### config.mk
export PLATFORM = sky130hd
export DESIGN_NAME = player_health_controller
export DESIGN_NICKNAME = d
export VERILOG_FILES = /design/src/rtl/doom_pkg.sv /design/src/rtl/tick_down_counter.sv /design/src/rtl/player_health_controller.sv
export SDC_FILE = /design/constraint.sdc
export NUM_CORES = 1
export LEC_CHECK = 0
export ABC_CLOCK_PERIOD_IN_PS = 3130
export CAP_MARGIN = 25
export CORE_MARGIN = 10
export CORE_UTILIZATION = 45
export DETAILED_ROUTE_END_ITERATION = 8
export PLACE_DENSITY = 0.7
export SYNTH_ARGS = -nofsm -noshare
export SYNTH_HDL_FRONTEND = slang
export SYNTH_HIERARCHICAL = 1
export SYNTH_SLANG_ARGS = --single-unit
### constraint.sdc
create_clock -name clk -period 3.13 [get_ports clk]
set_clock_uncertainty 0.2 [all_clocks]
set_input_delay 0.626 -clock clk [delete_from_list [all_inputs] [get_ports clk]]
set_output_delay 0.626 -clock clk [all_outputs]
set_load 0.05 [all_outputs]
### src/rtl/doom_pkg.sv
// Purpose : shared encodings for the game-level controllers (game state, fire state, camera view).
// Latency : n/a (types and constants only).
// Backpressure: n/a.
//
// Contents:
//   game_state_e   one-hot game state consumed by renderer/HUD (IDLE/PLAYING/DEAD)
//   FIRE_FIRING    weapon_controller firing-state code
//   camera_view_e  camera direction codes
//   gs_is_legal    true for the three legal one-hot game-state codes
package doom_pkg;

  typedef enum logic [2:0] {
    GS_IDLE    = 3'b001,
    GS_PLAYING = 3'b010,
    GS_DEAD    = 3'b100
  } game_state_e;

  localparam logic [2:0] FIRE_FIRING = 3'b010;

  typedef enum logic [2:0] {
    CAM_FWD   = 3'b001,
    CAM_LEFT  = 3'b011,
    CAM_RIGHT = 3'b110
  } camera_view_e;

  function automatic logic gs_is_legal(input logic [2:0] s);
    return (s == GS_IDLE) || (s == GS_PLAYING) || (s == GS_DEAD);
  endfunction

endpackage

### src/rtl/tick_down_counter.sv
// Purpose : loadable down-counter that decrements once per tick enable and sticks at zero.
// Latency : load/tick take effect on the next clk edge; nonzero reflects the registered count.
// Backpressure: none; a load in the same clk as a tick wins over the decrement.
//
// Ports:
//   clk, rst_n  clock and asynchronous active-low reset (count resets to 0)
//   load        load load_val this clk (takes priority over tick)
//   load_val    W-bit value to load
//   tick        decrement enable; ignored when the count is already 0
//   nonzero     high while the registered count is nonzero
module tick_down_counter #(
  parameter int W = 3
) (
  input  logic         clk,
  input  logic         rst_n,
  input  logic         load,
  input  logic [W-1:0] load_val,
  input  logic         tick,
  output logic         nonzero
);

  logic [W-1:0] cnt_q;
  logic [W-1:0] cnt_d;

  always_comb begin
    cnt_d = cnt_q;
    if (load) begin
      cnt_d = load_val;
    end else if (tick && (cnt_q != '0)) begin
      cnt_d = cnt_q - W'(1);
    end
  end

  always_ff @(posedge clk or negedge rst_n) begin
    if (!rst_n) begin
      cnt_q <= '0;
    end else begin
      cnt_q <= cnt_d;
    end
  end

  assign nonzero = |cnt_q;

endmodule

### src/rtl/player_health_controller.sv
// Purpose : tracks player health from enemy attack edges, runs i-frames and damage flash, owns IDLE/PLAYING/DEAD.
// Latency : 1 clk from an accepted hit/heal/start to every output; all outputs come from flops.
// Backpressure: none; attack edges during i-frames and all hits/heals outside PLAYING are dropped.
//
// Ports:
//   clk, rst_n      clock and asynchronous active-low reset
//   slow_tick       ~3 Hz one-clk enable that paces the i-frame and flash counters
//   start           start/restart request, level or pulse (ignored while PLAYING)
//   enemy_attack    attack strobe; only the rising edge counts as a hit
//   heal            one-clk pickup pulse, +1 health saturating at MAX_HEALTH
//   player_health   current health
//   game_state      one-hot 001 IDLE / 010 PLAYING / 100 DEAD
//   damage_flash    high while the flash counter is nonzero
//   invulnerable    high while the i-frame counter is nonzero
//   game_over       high in DEAD
module player_health_controller
  import doom_pkg::*;
#(
  parameter int HW           = 3,
  parameter int MAX_HEALTH   = 5,
  parameter int IFRAME_TICKS = 6,
  parameter int FLASH_TICKS  = 2
) (
  input  logic          clk,
  input  logic          rst_n,
  input  logic          slow_tick,
  input  logic          start,
  input  logic          enemy_attack,
  input  logic          heal,
  output logic [HW-1:0] player_health,
  output logic [2:0]    game_state,
  output logic          damage_flash,
  output logic          invulnerable,
  output logic          game_over
);

  localparam int IW = $clog2(IFRAME_TICKS + 1);
  localparam int FW = $clog2(FLASH_TICKS + 1);

  localparam logic [HW-1:0] HEALTH_MAX = HW'(MAX_HEALTH);
  localparam logic [HW-1:0] HEALTH_ONE = HW'(1);

  game_state_e   state_q;
  game_state_e   state_d;
  logic [HW-1:0] health_q;
  logic [HW-1:0] health_d;
  logic          attack_q;
  logic          attack_d;

  logic          hit;
  logic          hit_taken;
  logic          lethal;
  logic          arm;
  logic          cnt_clr;
  logic          iframe_nz;
  logic          flash_nz;
  logic          iframe_load;
  logic [IW-1:0] iframe_val;
  logic          flash_load;
  logic [FW-1:0] flash_val;

  // Edge detect and hit qualification. attack_q follows the input in every
  // state, so a level that is already high when PLAYING begins never hits.
  always_comb begin
    attack_d  = enemy_attack;
    hit       = enemy_attack & ~attack_q;
    hit_taken = (state_q == GS_PLAYING) && hit && !iframe_nz;
    lethal    = hit_taken && (health_q <= HEALTH_ONE);
    // A lethal hit goes straight to DEAD without arming i-frames/flash.
    arm       = hit_taken && !lethal;
  end

  // Counters are held at zero outside PLAYING; that also gives a restart
  // from DEAD clean counters without a separate clear port.
  always_comb begin
    cnt_clr     = (state_q != GS_PLAYING);
    iframe_load = cnt_clr | arm;
    iframe_val  = arm ? IW'(IFRAME_TICKS) : '0;
    flash_load  = cnt_clr | arm;
    flash_val   = arm ? FW'(FLASH_TICKS) : '0;
  end

  tick_down_counter #(.W(IW)) u_iframe_cnt (
    .clk      (clk),
    .rst_n    (rst_n),
    .load     (iframe_load),
    .load_val (iframe_val),
    .tick     (slow_tick),
    .nonzero  (iframe_nz)
  );

  tick_down_counter #(.W(FW)) u_flash_cnt (
    .clk      (clk),
    .rst_n    (rst_n),
    .load     (flash_load),
    .load_val (flash_val),
    .tick     (slow_tick),
    .nonzero  (flash_nz)
  );

  // Health arithmetic. An attack edge during i-frames still blocks a heal in
  // the same clk: heal only applies on a clk with no attack edge at all.
  always_comb begin
    health_d = health_q;
    case (state_q)
      GS_IDLE: begin
        health_d = HEALTH_MAX;
      end
      GS_PLAYING: begin
        if (hit_taken) begin
          health_d = health_q - HEALTH_ONE;
        end else if (!hit && heal && (health_q < HEALTH_MAX)) begin
          health_d = health_q + HEALTH_ONE;
        end
      end
      GS_DEAD: begin
        health_d = start ? HEALTH_MAX : '0;
      end
      default: begin
        health_d = HEALTH_MAX;
      end
    endcase
  end

  // FSM: state register.
  always_ff @(posedge clk or negedge rst_n) begin
    if (!rst_n) begin
      state_q  <= GS_IDLE;
      health_q <= HEALTH_MAX;
      attack_q <= 1'b0;
    end else begin
      state_q  <= state_d;
      health_q <= health_d;
      attack_q <= attack_d;
    end
  end

  // FSM: next state. Any non one-hot code falls back to IDLE.
  always_comb begin
    state_d = state_q;
    case (state_q)
      GS_IDLE:    if (start)  state_d = GS_PLAYING;
      GS_PLAYING: if (lethal) state_d = GS_DEAD;
      GS_DEAD:    if (start)  state_d = GS_PLAYING;
      default:    state_d = GS_IDLE;
    endcase
  end

  // FSM: outputs, all taken straight from flops.
  always_comb begin
    game_state    = state_q;
    game_over     = gs_is_legal(state_q) && (state_q == GS_DEAD);
    player_health = health_q;
    damage_flash  = flash_nz;
    invulnerable  = iframe_nz;
  end

endmodule

After elaboration in Yosys (flattened, before gate mapping)
Index checks and enable logic that the tools add are counted.
- $add $sub $neg: 4
- $lt $le $gt $ge: 2
- eq/ne operators: 7
- muxes and demuxes: 13
- bitwise operators: 3
- reductions and logical operators: 22
- operator list (kind ; count):
    two-way mux 3 bit ; 8
    case mux 3 bit (2 select lines) ; 2
    logical AND 1 bit ; 9
    two-way mux 2 bit ; 3
    nonzero test 2 bit ; 3
    subtractor 3 x 1 -> 3 bit (second input constant) ; 2
    OR reduction 2 bit ; 2
    adder 3 x 1 -> 3 bit (second input constant) ; 1
    == test 3 x 1 -> 1 bit (second input constant) ; 1
    == test 3 x 2 -> 1 bit (second input constant) ; 1
    == test 3 bit (second input constant) ; 1
    less-or-equal comparator 3 x 1 -> 1 bit (second input constant) ; 1
    zero test 1 bit ; 3
    less-than comparator 3 bit (second input constant) ; 1
    != test 3 x 2 -> 1 bit (second input constant) ; 1
    != test 3 bit (second input constant) ; 1
    nonzero test 3 bit ; 1
    OR reduction 3 bit ; 1
    logical OR 1 bit ; 2
    != test 2 x 1 -> 1 bit (second input constant) ; 1
    != test 2 bit (second input constant) ; 1
    AND reduction 2 bit ; 1
    subtractor 2 x 1 -> 2 bit (second input constant) ; 1
    AND 1 bit ; 1
    other kinds (2) ; 2
- register bits after elaboration: 12
- bits of input ports: 6
- output and inout port bits: 9

Longest topological paths before layout
- depth after elaboration: 9
- gate-level depth with buffers: 8
- mapped depth without buffers: 8

Cells and area by module
Netlist, hierarchy kept.
- modules (own cells, without submodules) (module ; instances ; cells an instance ; area each (sq um) ; sequential area each (sq um)):
    player_health_controller ; 1 ; 53 ; 474.2 ; 178.9
    tick_down_counter at u_iframe_cnt ; 1 ; 22 ; 200.2 ; 75.1
    tick_down_counter at u_flash_cnt ; 1 ; 13 ; 135.1 ; 50.0

Least setup slack after synthesis
Ideal clock, no wire load.
- path kind: register to register
- start point: register health_q[1], in the netlist player_health[1]
- end point: register u_flash_cnt.cnt_q[0]
- arrival: 2.425 ns
- data required time: 2.804 ns
- path slack: 0.379 ns
- cell stages (with the launch flop): 8
- period minus slack after synthesis: 2.751 ns
- cell sequence: dfrtp_1 -> inv_1 -> ha_1 -> nor2_1 -> nor2_1 -> o21ai_0 -> and2b_4 -> a221o_1
- word-level cells in the longest chain between the ends: 6
- elaborated cells on any way between the ends: 7
- classes of those cells: order compare: 1; mux: 1; bitwise: 1; reduce/logical: 4
- ends and longest elaborated chain (element ; RTL line ; source):
    start: declaration ; player_health_controller.sv:45 ; logic [HW-1:0] health_q;
    start signal: assignment ; player_health_controller.sv:133 ; health_q <= health_d;
    less-or-equal comparator 3 x 1 -> 1 bit * ; player_health_controller.sv:68 ; lethal = hit_taken && (health_q <= HEALTH_ONE);
    logical AND 1 bit * ; player_health_controller.sv:68 ;
    zero test 1 bit * ; player_health_controller.sv:70 ; arm = hit_taken && !lethal;
    logical AND 1 bit * ; player_health_controller.sv:70 ;
    OR 1 bit * ; player_health_controller.sv:79 ; flash_load = cnt_clr | arm;
    via flash_load ; player_health_controller.sv:59 ; logic flash_load;
    two-way mux 2 bit or nonzero test 2 bit (tied branches) ; -- ;
    end signal: assignment ; tick_down_counter.sv:38 ; cnt_q <= cnt_d;
    end: declaration ; tick_down_counter.sv:22 ; logic [W-1:0] cnt_q;
The timed path passes the listed nets; every way through them passes the cells marked *.
A chain may end at the register's enable or synchronous reset.

Worst setup path after layout
- start point: register u_iframe_cnt.cnt_q[0]
- end point: output port invulnerable
- word-level cells in the longest chain between the ends: 1
- ends and longest elaborated chain (element ; RTL line ; source):
    start: declaration ; tick_down_counter.sv:22 ;
    start signal: assignment ; tick_down_counter.sv:38 ;
    OR reduction 3 bit ; tick_down_counter.sv:42 ; assign nonzero = |cnt_q;
    end: declaration ; player_health_controller.sv:33 ; output logic invulnerable,
Every way passes these cells.

==> flow_summary.json <==
{
  "synth.cells.most_frequent": "nor2_1 (10), dfrtp_1 (9), inv_1 (8), nand2_1 (8)",
  "ys_seq_elements": 12,
  "critPathKind": "reg -> out",
  "grt_pass1_wl_um": 3120,
  "routabilityCongestion": 0.763,
  "fmax_mhz": 368,
  "cts_resized": 0,
  "cts-root-buf": "clkbuf_4",
  "synth.top_cell.area_share_pct": 27.8,
  "num_vias": 672,
  "wl_um": 1790,
  "async_reset_ff_share_pct": 100,
  "wl_per_cell_um": 13.5,
  "ctsHoldBuffers": 0,
  "fp-row-count": 15,
  "synth_edf_count": 0,
  "synthesis.area_um2": 810,
  "dr.pass1.iters": 4,
  "finalNetCount": 121,
  "dpl_cell_area_um2": 992,
  "ant_nets": 0,
  "clock_path_buffers": 2,
  "timing.rr.end": "u_flash_cnt/cnt_q[0]",
  "synth.area.top_cells": "dfrtp_1 (28%), dfstp_2 (9.7%), ha_1 (9.3%)",
  "cts_tree": "done",
  "yosysSeqAreaShare_pct": 37.6,
  "place_hpwl_um": 1400,
  "cp_max_fo": 7,
  "antenna_found_initial": 0,
  "ys_warn_count": 6,
  "drc": 0,
  "numClockSinks": 12,
  "hold_path_end": "u_iframe_cnt/cnt_q[1]",
  "cp.arrival_ns": 1.89,
  "cts-htree-levels": 1,
  "p_per_area_nw_per_um2": 689,
  "post-place-ws_ns": 0.289,
  "min_path_type": "reg -> reg",
  "numPlacedInstances": 129,
  "track_usage_pct": 9.44,
  "clk_latency_ns": 0.28,
  "areaGrowthSynthToFinish_pct": 27.0,
  "finalCritPeriodShare_pct": 86.8,
  "design.die.area_um2": 3900,
  "port_buffers": 14,
  "grt_pass1_vias": 706,
  "rsz0062_at_grt": "no",
  "fin_area_um2": 1030,
  "drive_gt1_share_pct": 13.0,
  "ys.flop_type": "dfrtp_1",
  "timing.final.ws_setup_ns": 0.414,
  "slew_viol_final": 0,
  "cp-start-kind": "register",
  "status": "finished, final reports clean",
  "grt_max_degree": 13,
  "worstPathCellList": "inv_1 > ha_1 > nand2b_4 > clkdlybuf4s50_1",
  "min_from": "u_iframe_cnt/cnt_q[1]",
  "finalHoldViolCount": 0,
  "cp.required_ns": 2.30,
  "cts_made_buffers": 3,
  "cpMaxStageDelayCell": "clkdlybuf4s50_1",
  "period_minus_slack_ns": 2.72,
  "leakagePower_nw": 0.437,
  "instances_no_fill": 133,
  "setup_viol": 0,
  "diodes": 0,
  "critPathCaptureType": "primary output",
  "post_cts_buffers": 0,
  "gr-total-overflow": 0,
  "syn_area_per_cell_um2": 9.20,
  "drv_cap": 0,
  "via_per_inst": 5.05,
  "tightestPinTransition_ns": 0.559,
  "tns_ns": 0,
  "holdPathStages": 2,
  "reg2reg_slack_ns": 0.70,
  "r2r_start": "u_iframe_cnt/cnt_q[0]",
  "boundaryPins": 15,
  "clk_pin_slew_ns": 0.08,
  "core_um2": 1710,
  "relSlewSlack_pct": 62.3,
  "yosys.area.top_type": "dfrtp_1",
  "initial_utilization_pct": 47.4,
  "total_power_uw": 709,
  "die_h_um": 62.4,
  "die_x_um": 62.4,
  "drtIter0Drc": 20,
  "critPathMaxStageDelay_ns": 0.82,
  "ir_worst_vdd_mv": 0.461,
  "synthCells": 88,
  "synth.distinct_cells": 31,
  "r2r_cells": 7,
  "synthMostInstantiatedCell": "nor2_1"
}
[critical path: cells and delay by family, from the launching register on]
kind / cells / cell delay (ns)
adders and majority gates: 1 / 0.24
and+or+nand+nor: 1 / 0.13
buffers and inverters: 2 / 0.90
DFF: 1 / 0.35
[layout make-up]
| cell class | count | area (um^2) |
|---|---|---|
| inverter | 8 | 30.0 |
| clock buffer | 4 | 36.3 |
| timing repair buffer | 15 | 148 |
| sequential | 12 | 304 |
| fill | 160 | 679 |
| tap | 25 | 31.3 |
| multi-input combinational | 69 | 479 |
[report_power, final]
group,switching (mW),internal (mW),leakage (nW)
logic,0.218,0.134,0.267
clock network,0.0577,0.0708,0.0210
registers,0.0351,0.193,0.149
[metrics by stage]
stage | hold slack [ns] | utilization, %
finish | 0.357 | 60.2
global route | 0.397 | 60.2
CTS | 0.362 | 60.2
detailed placement | 0.340 | 58.1
global placement | 0.326 | 58.1
floorplan | 0.130 | -
[placed cells by master (no fill, tap or decap), types with 3 or more instances in the layout]
| master | n |
|---|---|
| inv_1 | 8 |
| clkdlybuf4s50_1 | 14 |
| nand2b_1 | 3 |
| dfrtp_1 | 9 |
| nand3_1 | 5 |
| ha_1 | 6 |
| a21oi_1 | 4 |
| nand2_1 | 8 |
| o21ai_0 | 6 |
| nor2_1 | 10 |
| clkbuf_4 | 3 |
| dfstp_2 | 3 |
[cell families (layout without fill, tap and decap cells)]
logic type               after synthesis  count (layout)  synth area share, %
adder cells (fa/ha/maj)                6               6                 9.27
buffers and inverters                  8              27                 3.71
other                                  1               2                0.463
AO/OA/AOI/OAI                         21              21                 17.5
flip-flops                            12              12                 37.6
AND/OR/NAND/NOR                       38              38                 29.1
multiplexers                           1               1                 1.39
XOR/XNOR                               1               1                 1.08
[worst max path at each step]
stage | startpoint | end | slack (ns)
4_1_cts | u_iframe_cnt/cnt_q[0] | invulnerable | 0.40
5_1_grt | u_iframe_cnt/cnt_q[0] | invulnerable | 0.32
3_3_place_gp | enemy_attack | u_flash_cnt/cnt_q[0] | 0.39
2_1_floorplan | player_health[1] | u_flash_cnt/cnt_q[0] | 0.38
3_5_place_dp | enemy_attack | u_flash_cnt/cnt_q[0] | 0.29
6_report | u_iframe_cnt/cnt_q[0] | invulnerable | 0.41
[sequential cells by signal, indices dropped and copies added, names as in the netlist]
register / count
u_flash_cnt/cnt_q: 2
player_health: 3
attack_q: 1
game_state: 3
u_iframe_cnt/cnt_q: 3
[routing by layer]
metal / vias to the layer above / global-route usage [%] / part of all wire, %
li1: 350 / - / -
met3: 4 / 3.58 / 5.7
met2: 17 / 14.5 / 44
met5: - / 0 / 0
met4: 0 / 3.63 / 1.0
met1: 301 / 11.6 / 49
No activity file was read; power rests on OpenSTA's default activity.
